==> src/rtl/rc4_seq_pkg.sv <==
// rc4_seq_pkg: shared state encoding, DONE reason codes and width helper for the RC4 key-search sequencer.
package rc4_seq_pkg;
  typedef enum logic [2:0] {S_IDLE, S_START, S_WAIT, S_NEXT, S_DONE} seq_state_t;
  localparam logic [1:0] RSN_NONE = 2'd0, RSN_FOUND = 2'd1, RSN_ABORT = 2'd2, RSN_TIMEOUT = 2'd3;
  function automatic int sel_w(input int n);
    return $clog2(n + 1);
  endfunction
endpackage

==> src/rtl/rc4_keysearch_sequencer_watchdog.sv <==
// rc4_phase_watchdog: per-phase WAIT cycle counter; expired marks the last allowed WAIT cycle.
module rc4_phase_watchdog import rc4_seq_pkg::*; #(
  parameter int TIMEOUT_CYC = 65535
) (
  input  logic clk,
  input  logic rst_n,
  input  logic clr,
  input  logic en,
  output logic expired
);
  if (TIMEOUT_CYC == 0) begin : g_off
    logic unused;
    assign unused = ^{clk, rst_n, clr, en};
    assign expired = 1'b0;
  end else begin : g_on
    localparam int CW = sel_w(TIMEOUT_CYC);
    logic [CW-1:0] cnt;
    always_ff @(posedge clk)
      if (!rst_n || clr) cnt <= '0;
      else if (en) cnt <= cnt + CW'(1);
    assign expired = cnt == CW'(TIMEOUT_CYC - 1);
  end
endmodule

==> src/rtl/rc4_keysearch_sequencer.sv <==
// rc4_keysearch_sequencer: steps one RC4 core through its phases for each key candidate of a strided key range.
module rc4_keysearch_sequencer import rc4_seq_pkg::*; #(
  parameter int NUM_PHASES  = 4,
  parameter int KEY_W       = 24,
  parameter int KEY_FIRST   = 0,
  parameter int KEY_LAST    = 2**24 - 1,
  parameter int KEY_STEP    = 1,
  parameter int TIMEOUT_CYC = 65535
) (
  input  logic                            clk,
  input  logic                            rst_n,
  input  logic                            go,
  input  logic                            restart,
  input  logic                            stop,
  input  logic [NUM_PHASES-1:0]           phase_finish,
  input  logic                            result_valid,
  output logic [NUM_PHASES-1:0]           phase_start,
  output logic [sel_w(NUM_PHASES)-1:0]    mem_sel,
  output logic [KEY_W-1:0]                cur_key,
  output logic                            busy,
  output logic                            done,
  output logic                            key_found,
  output logic                            aborted,
  output logic                            timeout_err
);
  localparam int SW = sel_w(NUM_PHASES);
  localparam logic [KEY_W:0] STEP_X = (KEY_W+1)'(KEY_STEP);
  localparam logic [KEY_W:0] LAST_X = (KEY_W+1)'(KEY_LAST);
  localparam logic [KEY_W-1:0] FIRST_K = KEY_W'(KEY_FIRST);
  seq_state_t state, state_n;
  logic [SW-1:0] phase, phase_n;
  logic [KEY_W-1:0] key_n;
  logic [1:0] rsn, rsn_n;
  logic [NUM_PHASES-1:0] sel_oh;
  logic [KEY_W:0] key_inc;
  logic fin, last, found, wd_exp;
  assign sel_oh = NUM_PHASES'(1) << phase;
  assign fin = |(phase_finish & sel_oh);
  assign last = phase == SW'(NUM_PHASES - 1);
  assign found = fin && last && result_valid;
  assign key_inc = {1'b0, cur_key} + STEP_X;
  rc4_phase_watchdog #(.TIMEOUT_CYC(TIMEOUT_CYC)) u_wdog (
    .clk(clk), .rst_n(rst_n), .clr(state == S_START), .en(state == S_WAIT), .expired(wd_exp)
  );
  // Same-cycle priority: found > stop > timeout > ordinary finish.
  always_comb begin
    state_n = state;
    phase_n = phase;
    key_n = cur_key;
    rsn_n = rsn;
    case (state)
      S_IDLE: if (go) begin
        state_n = S_START;
        phase_n = '0;
        key_n = FIRST_K;
        rsn_n = RSN_NONE;
      end
      S_START: begin
        state_n = stop ? S_DONE : S_WAIT;
        rsn_n = stop ? RSN_ABORT : rsn;
      end
      S_WAIT: if (found) begin
        state_n = S_DONE;
        rsn_n = RSN_FOUND;
      end else if (stop || wd_exp) begin
        state_n = S_DONE;
        rsn_n = stop ? RSN_ABORT : RSN_TIMEOUT;
      end else if (fin) begin
        state_n = last ? S_NEXT : S_START;
        phase_n = last ? phase : phase + SW'(1);
      end
      S_NEXT: if (stop) begin
        state_n = S_DONE;
        rsn_n = RSN_ABORT;
      end else if (key_inc > LAST_X) state_n = S_DONE;
      else begin
        state_n = S_START;
        phase_n = '0;
        key_n = key_inc[KEY_W-1:0];
      end
      S_DONE: if (restart) begin
        state_n = S_IDLE;
        rsn_n = RSN_NONE;
      end
      default: state_n = S_IDLE;
    endcase
  end
  always_ff @(posedge clk)
    if (!rst_n) begin
      state <= S_IDLE;
      phase <= '0;
      cur_key <= FIRST_K;
      rsn <= RSN_NONE;
    end else begin
      state <= state_n;
      phase <= phase_n;
      cur_key <= key_n;
      rsn <= rsn_n;
    end
  assign phase_start = state == S_START ? sel_oh : '0;
  assign mem_sel = (state == S_START || state == S_WAIT) ? phase + SW'(1) : '0;
  assign busy = state == S_START || state == S_WAIT || state == S_NEXT;
  assign done = state == S_DONE;
  assign key_found = rsn == RSN_FOUND;
  assign aborted = rsn == RSN_ABORT;
  assign timeout_err = rsn == RSN_TIMEOUT;
endmodule

==> config.mk <==
export PLATFORM = sky130hd
export DESIGN_NAME = rc4_keysearch_sequencer
export DESIGN_NICKNAME = d
export VERILOG_FILES = /design/src/rtl/rc4_seq_pkg.sv /design/src/rtl/rc4_keysearch_sequencer_watchdog.sv /design/src/rtl/rc4_keysearch_sequencer.sv
export SDC_FILE = /design/constraint.sdc
export NUM_CORES = 1
export LEC_CHECK = 0
export ABC_CLOCK_PERIOD_IN_PS = 3000
export BUFFER_PORTS_ARGS = -buffer_cell sky130_fd_sc_hd__buf_2
export CAP_MARGIN = 25
export CORE_MARGIN = 1.5
export CORE_UTILIZATION = 35
export DETAILED_ROUTE_END_ITERATION = 7
export PLACE_DENSITY = 0.62
export SETUP_SLACK_MARGIN = 0.2
export SLEW_MARGIN = 5
export SYNTH_ARGS = -nofsm -noshare
export SYNTH_HDL_FRONTEND = slang
export SYNTH_HIERARCHICAL = 1
export SYNTH_SLANG_ARGS = --single-unit
==> constraint.sdc <==
create_clock -name clk -period 3 [get_ports clk]
set_input_delay 0.15 -clock clk [delete_from_list [all_inputs] [get_ports clk]]
set_output_delay 0.15 -clock clk [all_outputs]
set_load 0.01 [all_outputs]
## Word level (Yosys, flattened, before mapping)

Index checks and enable logic that the tools add are counted.
W data, S select, Z words.

| storage, ports and cells | value |
|---|---|
| flip-flop bits (word level) | 48 |
| bits of input ports | 10 |
| output and inout port bits | 36 |
| logic and storage cells | 79 |

| cells by class | value |
|---|---|
| add/subtract/negate cells | 3 |
| magnitude comparators | 1 |
| equality and inequality tests | 20 |
| shifts and indexed selects | 1 |
| muxes and demuxes | 31 |
| bitwise logic cells | 1 |
| reductions and logical operators | 17 |

Operators by type and width:

| operator | count |
|---|---|
| $mux W24 | 3 |
| $mux W3 | 16 |
| $pmux W24 S2 | 1 |
| $add A24 B1 Y25 const B | 1 |
| $gt A25 B24 Y1 const B | 1 |
| $add A16 B1 Y16 const B | 1 |
| $eq A16 B16 Y1 const B | 1 |
| $ne A2 B2 Y1 const B | 8 |
| $pmux W3 S5 | 1 |
| $mux W2 | 6 |
| $eq A3 B2 Y1 const B | 3 |
| $pmux W3 S3 | 1 |
| $pmux W2 S4 | 1 |
| $reduce_and A8 Y1 | 1 |
| $reduce_and A5 Y1 | 1 |
| $and A4 B4 Y4 | 1 |
| $eq A2 B2 Y1 const B | 2 |
| $logic_or A1 B1 Y1 | 4 |
| $mux W4 | 1 |
| $ne A4 B4 Y1 const B | 1 |
| $reduce_and A4 Y1 | 1 |
| $reduce_bool A4 Y1 | 1 |
| $reduce_or A4 Y1 | 1 |
| $shl A1 B3 Y4 const A | 1 |
| 14 further kinds | 15 |

## Depth between registers and ports, before layout

| logic depth | value |
|---|---|
| depth after elaboration | 7 |
| gate-level depth with buffers | 13 |
| gate-level depth less buffers | 11 |

## Modules after synthesis

Netlist, hierarchy kept.

Modules (own cells, without submodules):

| module | times used | cells each | area each (um^2) | seq. area each (um^2) |
|---|---|---|---|---|
| rc4_keysearch_sequencer | 1 | 290 | 2204.6 | 640.6 |
| rc4_phase_watchdog | 1 | 91 | 790.8 | 320.3 |

## Least setup slack after synthesis

Ideal clock, no wire load.

| path | value |
|---|---|
| kind | register -> register |
| start | reg cur_key[1] |
| end | reg cur_key[19] |
| library setup time | 0.057 ns |
| arrival time | 2.794 ns |
| required time | 2.943 ns |
| setup slack | 0.149 ns |
| cell stages (with the launch flop) | 13 |
| path buffers | 3 |
| period minus slack after synthesis | 2.851 ns |
| cells stage by stage | dfxtp_1 ha_1 nand3_1 nor4_4 and4_1 a211oi_1 and4_1 buf_6 or2_4 buf_6 buf_8 nor4_1 a21o_1 |

| between the ends | value |
|---|---|
| longest elaborated chain between the ends | 4 |
| elaborated cells on any way between the ends | 7 |
| classes of those cells | add/sub: 1; order compare: 1; eq/ne: 1; mux: 3; reduce/logical: 1 |

RTL lines:

| what | RTL line | source |
|---|---|---|
| from (decl) | rc4_keysearch_sequencer.sv:19 | `output logic [KEY_W-1:0] cur_key,` |
| from (signal assigned) | rc4_keysearch_sequencer.sv:97 | `cur_key <= key_n;` |
| $add A24 B1 Y25 * | rc4_keysearch_sequencer.sv:41 | `assign key_inc = {1'b0, cur_key} + STEP_X;` |
| $gt A25 B24 Y1 or $mux W24 (tied branches) | rc4_keysearch_sequencer.sv:75 | `end else if (key_inc > LAST_X) state_n = S_DONE;` |
| $ne A2 B2 Y1 (no line) or $mux W24 (tied branches) | - |  |
| $reduce_and A4 Y1 (no line) or $pmux W24 S2 (tied branches) | - |  |

Mark *: on every way between the ends. The rest lies on a longest branch, timed or not. The select of a mux whose other input is x is not followed.
A chain may end at the register's enable or synchronous reset.

## Worst setup path after layout

| path | value |
|---|---|
| start | reg cur_key[1] |
| end | reg cur_key[21] |

The elaborated chain is that of the path after synthesis.

==> metrics <==
core area 8258 um^2; Setup TNS Final 0 ns; Post-synth EDFFs 0; Seq pwr share 50.6%; H-tree levels 2; initial core utilization 36.27%; Max Clk Rate 0.3716 GHz; data required time of the critical path 3.21 ns; Slowest Stage Delay on Critical Path 0.47 ns; critical path data arrival time 2.90 ns; total track usage 17.57%; syn avg cell area 7.862 um^2; Slew @ Worst Pin 0.5421 ns; 1st-iter DRT viols 162; post-layout min period 2.691 ns; DR pass1 iterations 4; post-place setup slack 0.06814 ns; CTS Buf Count 5; Max IR drop VDD 0.2292 mV; cts hold-fix bufs 0; fin nets 470; Lkg Pwr 0.001447 uW; Max Cap Viol 0; Clock Latency Late Sink 0.31 ns; synthesized cell area 2995 um^2; dominant synthesized flop cell dfxtp_1; CTS Root Cell clkbuf_8; via count 3026; worst path cell trace nand4_4 -> or3_4 -> or4_1 -> a211oi_1 -> and4_2 -> buf_6 -> or2_4 -> o21ai_1 -> mux2_2; initial antenna violation count 0; antenna fix cells 0; CTS sink cnt 48; Mapped Cells 381; Fin Clk Skew 0.005416 ns; final setup vio count 0; worst setup slack after layout 0.3091 ns; clock tree buffer depth 2; Std-Cell Rows 33; Max-slew headroom 63.78%; vias in the first global route 2750; Post-DP HPWL 5642 um; slowest library cell on the worst path or4_1; RePlAce Congestion 0.8838; Cell Int Power 948.4 uW; power share of the combinational group 10.6%; Antenna Nets Post-Route 0; Worst Path Max Fanout 9; DP Cell Count 538; asr flop ratio synth 0%; first-pass GRT wire length 12830 um; HP Class in -> reg; Startpoint Class register; Remaining DRCs 0; Vias/cell 5.433; largest net degree at the start of global routing 17; share of cells above drive strength 1 26.77%; RSZ-0062 raised after global routing false; syn_nets 400; P_sw 343.5 uW; sw frac 26.59%; total gr overflow 0; Avg WL per Cell 13.96 um; Port Buffer Count 45; status finished clean; Non-Filler Instances 557; fin crit share 89.70%; Hold Vio Cnt, Final 0; CP endpoint kind register; I/O pin count 46; Die Area 9122 um^2; Post-Route WL 7775 um; PwrDens 346.3 nW/um^2; register area share after synthesis 32.08%; Yosys warning count 6; Layout area overhead 24.56%; Worst Path Class, Setup reg -> reg; die width 95.51 um; Die Y 95.51 um; CTS tree built; synthesis-stage register bit count 48; Cell variety after synth 59; Clk pwr share 38.8%; most frequent cells in the layout 45 x buf_2, 38 x dfxtp_1, 36 x nand2_1, 35 x buf_4, 25 x a21oi_1; clock slew at reported path FFs 0.10 ns; final max-slew violation count 0; most common cell after layout, fill and taps aside buf_2
==> cells in the mapped netlist (all sizes together) (9+ instances only) <==
cell   count  area, um^2
or3       11       73.82
nand3     16       80.08
a31oi     16       100.1
nor4      13       96.34
a21oi     25       125.1
nand2     36       135.1
buf       15       98.84
inv       21       78.83
nor2      24       90.09
nand4     12       108.9
ha         9       112.6
o21ai     20       103.9
dfxtp     48       960.9
==> flip-flops by register name, indices dropped and copies added (netlist names) <==
register	count
rsn	2
u_wdog/g_on.cnt	16
phase	3
state	3
cur_key	24
==> power by group through the flow <==
stage	registers, uW	logic (uW)	clock network, uW
2_1_floorplan	663	93.9	0
3_3_place_gp	670	129	0
3_5_place_dp	670	131	0
4_1_cts	655	134	511
5_1_grt	656	152	537
6_report	654	137	501
==> metal layers <==
| metal | up-vias | share of wire (%) | GRT usage (%) |
|---|---|---|---|
| met3 | 6 | 4.8 | 2.552 |
| met2 | 60 | 47 | 29.67 |
| li1 | 1542 | - | - |
| met4 | 0 | 0.89 | 4.044 |
| met1 | 1418 | 47 | 23.54 |
| met5 | - | 0 | 0 |
==> kinds of logic (layout without fill, tap and decap cells) <==
family,count (synthesis),in the layout,share of synthesized area [%]
buffers and inverters,43,113,6.809
AOI/OAI and AO/OA,99,99,21.05
muxes,5,5,1.713
xor gates and xnor gates,9,9,2.632
DFF,48,48,32.08
adders and majority gates,9,9,3.759
and+or+nand+nor,168,169,31.96
==> worst max-delay path, delay by kind of cell, from the launching register on <==
kind / cells / cell delay (ns)
multiplexers: 1 / 0.27
AND/OR/NAND/NOR: 5 / 1.46
flip-flops: 1 / 0.40
AO/OA/AOI/OAI: 2 / 0.29
buffers and inverters: 1 / 0.15
==> worst paths after layout <==
check	from	end	slack (ns)	cells after the start
worst max-delay path	cur_key[1]	cur_key[21]	0.31	9
worst min-delay path	restart	state[2]	0.16	3
worst max register to register	cur_key[1]	cur_key[21]	0.31	9
worst min register to register	u_wdog/g_on.cnt[14]	u_wdog/g_on.cnt[14]	0.47	2
==> repair_timing <==
| action | in CTS | in global routing |
|---|---|---|
| gates cloned | 0 | 1 |
| resized for setup | 4 | 23 |
| setup endpoints to repair | 17 | 23 |
| setup buffers | 4 | 6 |
| pin swaps | 2 | 6 |
==> per-stage QoR <==
stage	util [%]	total power, uW	instance area (um^2)	hold slack (ns)
3_3_place_gp	41.67	798.7	3441	0.4547
2_1_floorplan	-	756.6	2995	0.2861
4_1_cts	43.59	1300	3600	0.1470
6_report	45.18	1292	3731	0.1568
3_5_place_dp	41.67	800.9	3441	0.4596
5_1_grt	45.18	1345	3731	0.1652
==> final cells by class <==
| class | count | area, um^2 |
|---|---|---|
| clock inverters | 3 | 46.29 |
| clock buffers | 5 | 68.82 |
| well taps | 105 | 131.4 |
| flip-flops and latches | 48 | 978.4 |
| fillers | 844 | 4527 |
| repair buffers | 83 | 521.8 |
| multi-input cells | 291 | 1902 |
| inverters | 22 | 82.58 |
(Power assumes the default switching activity.)
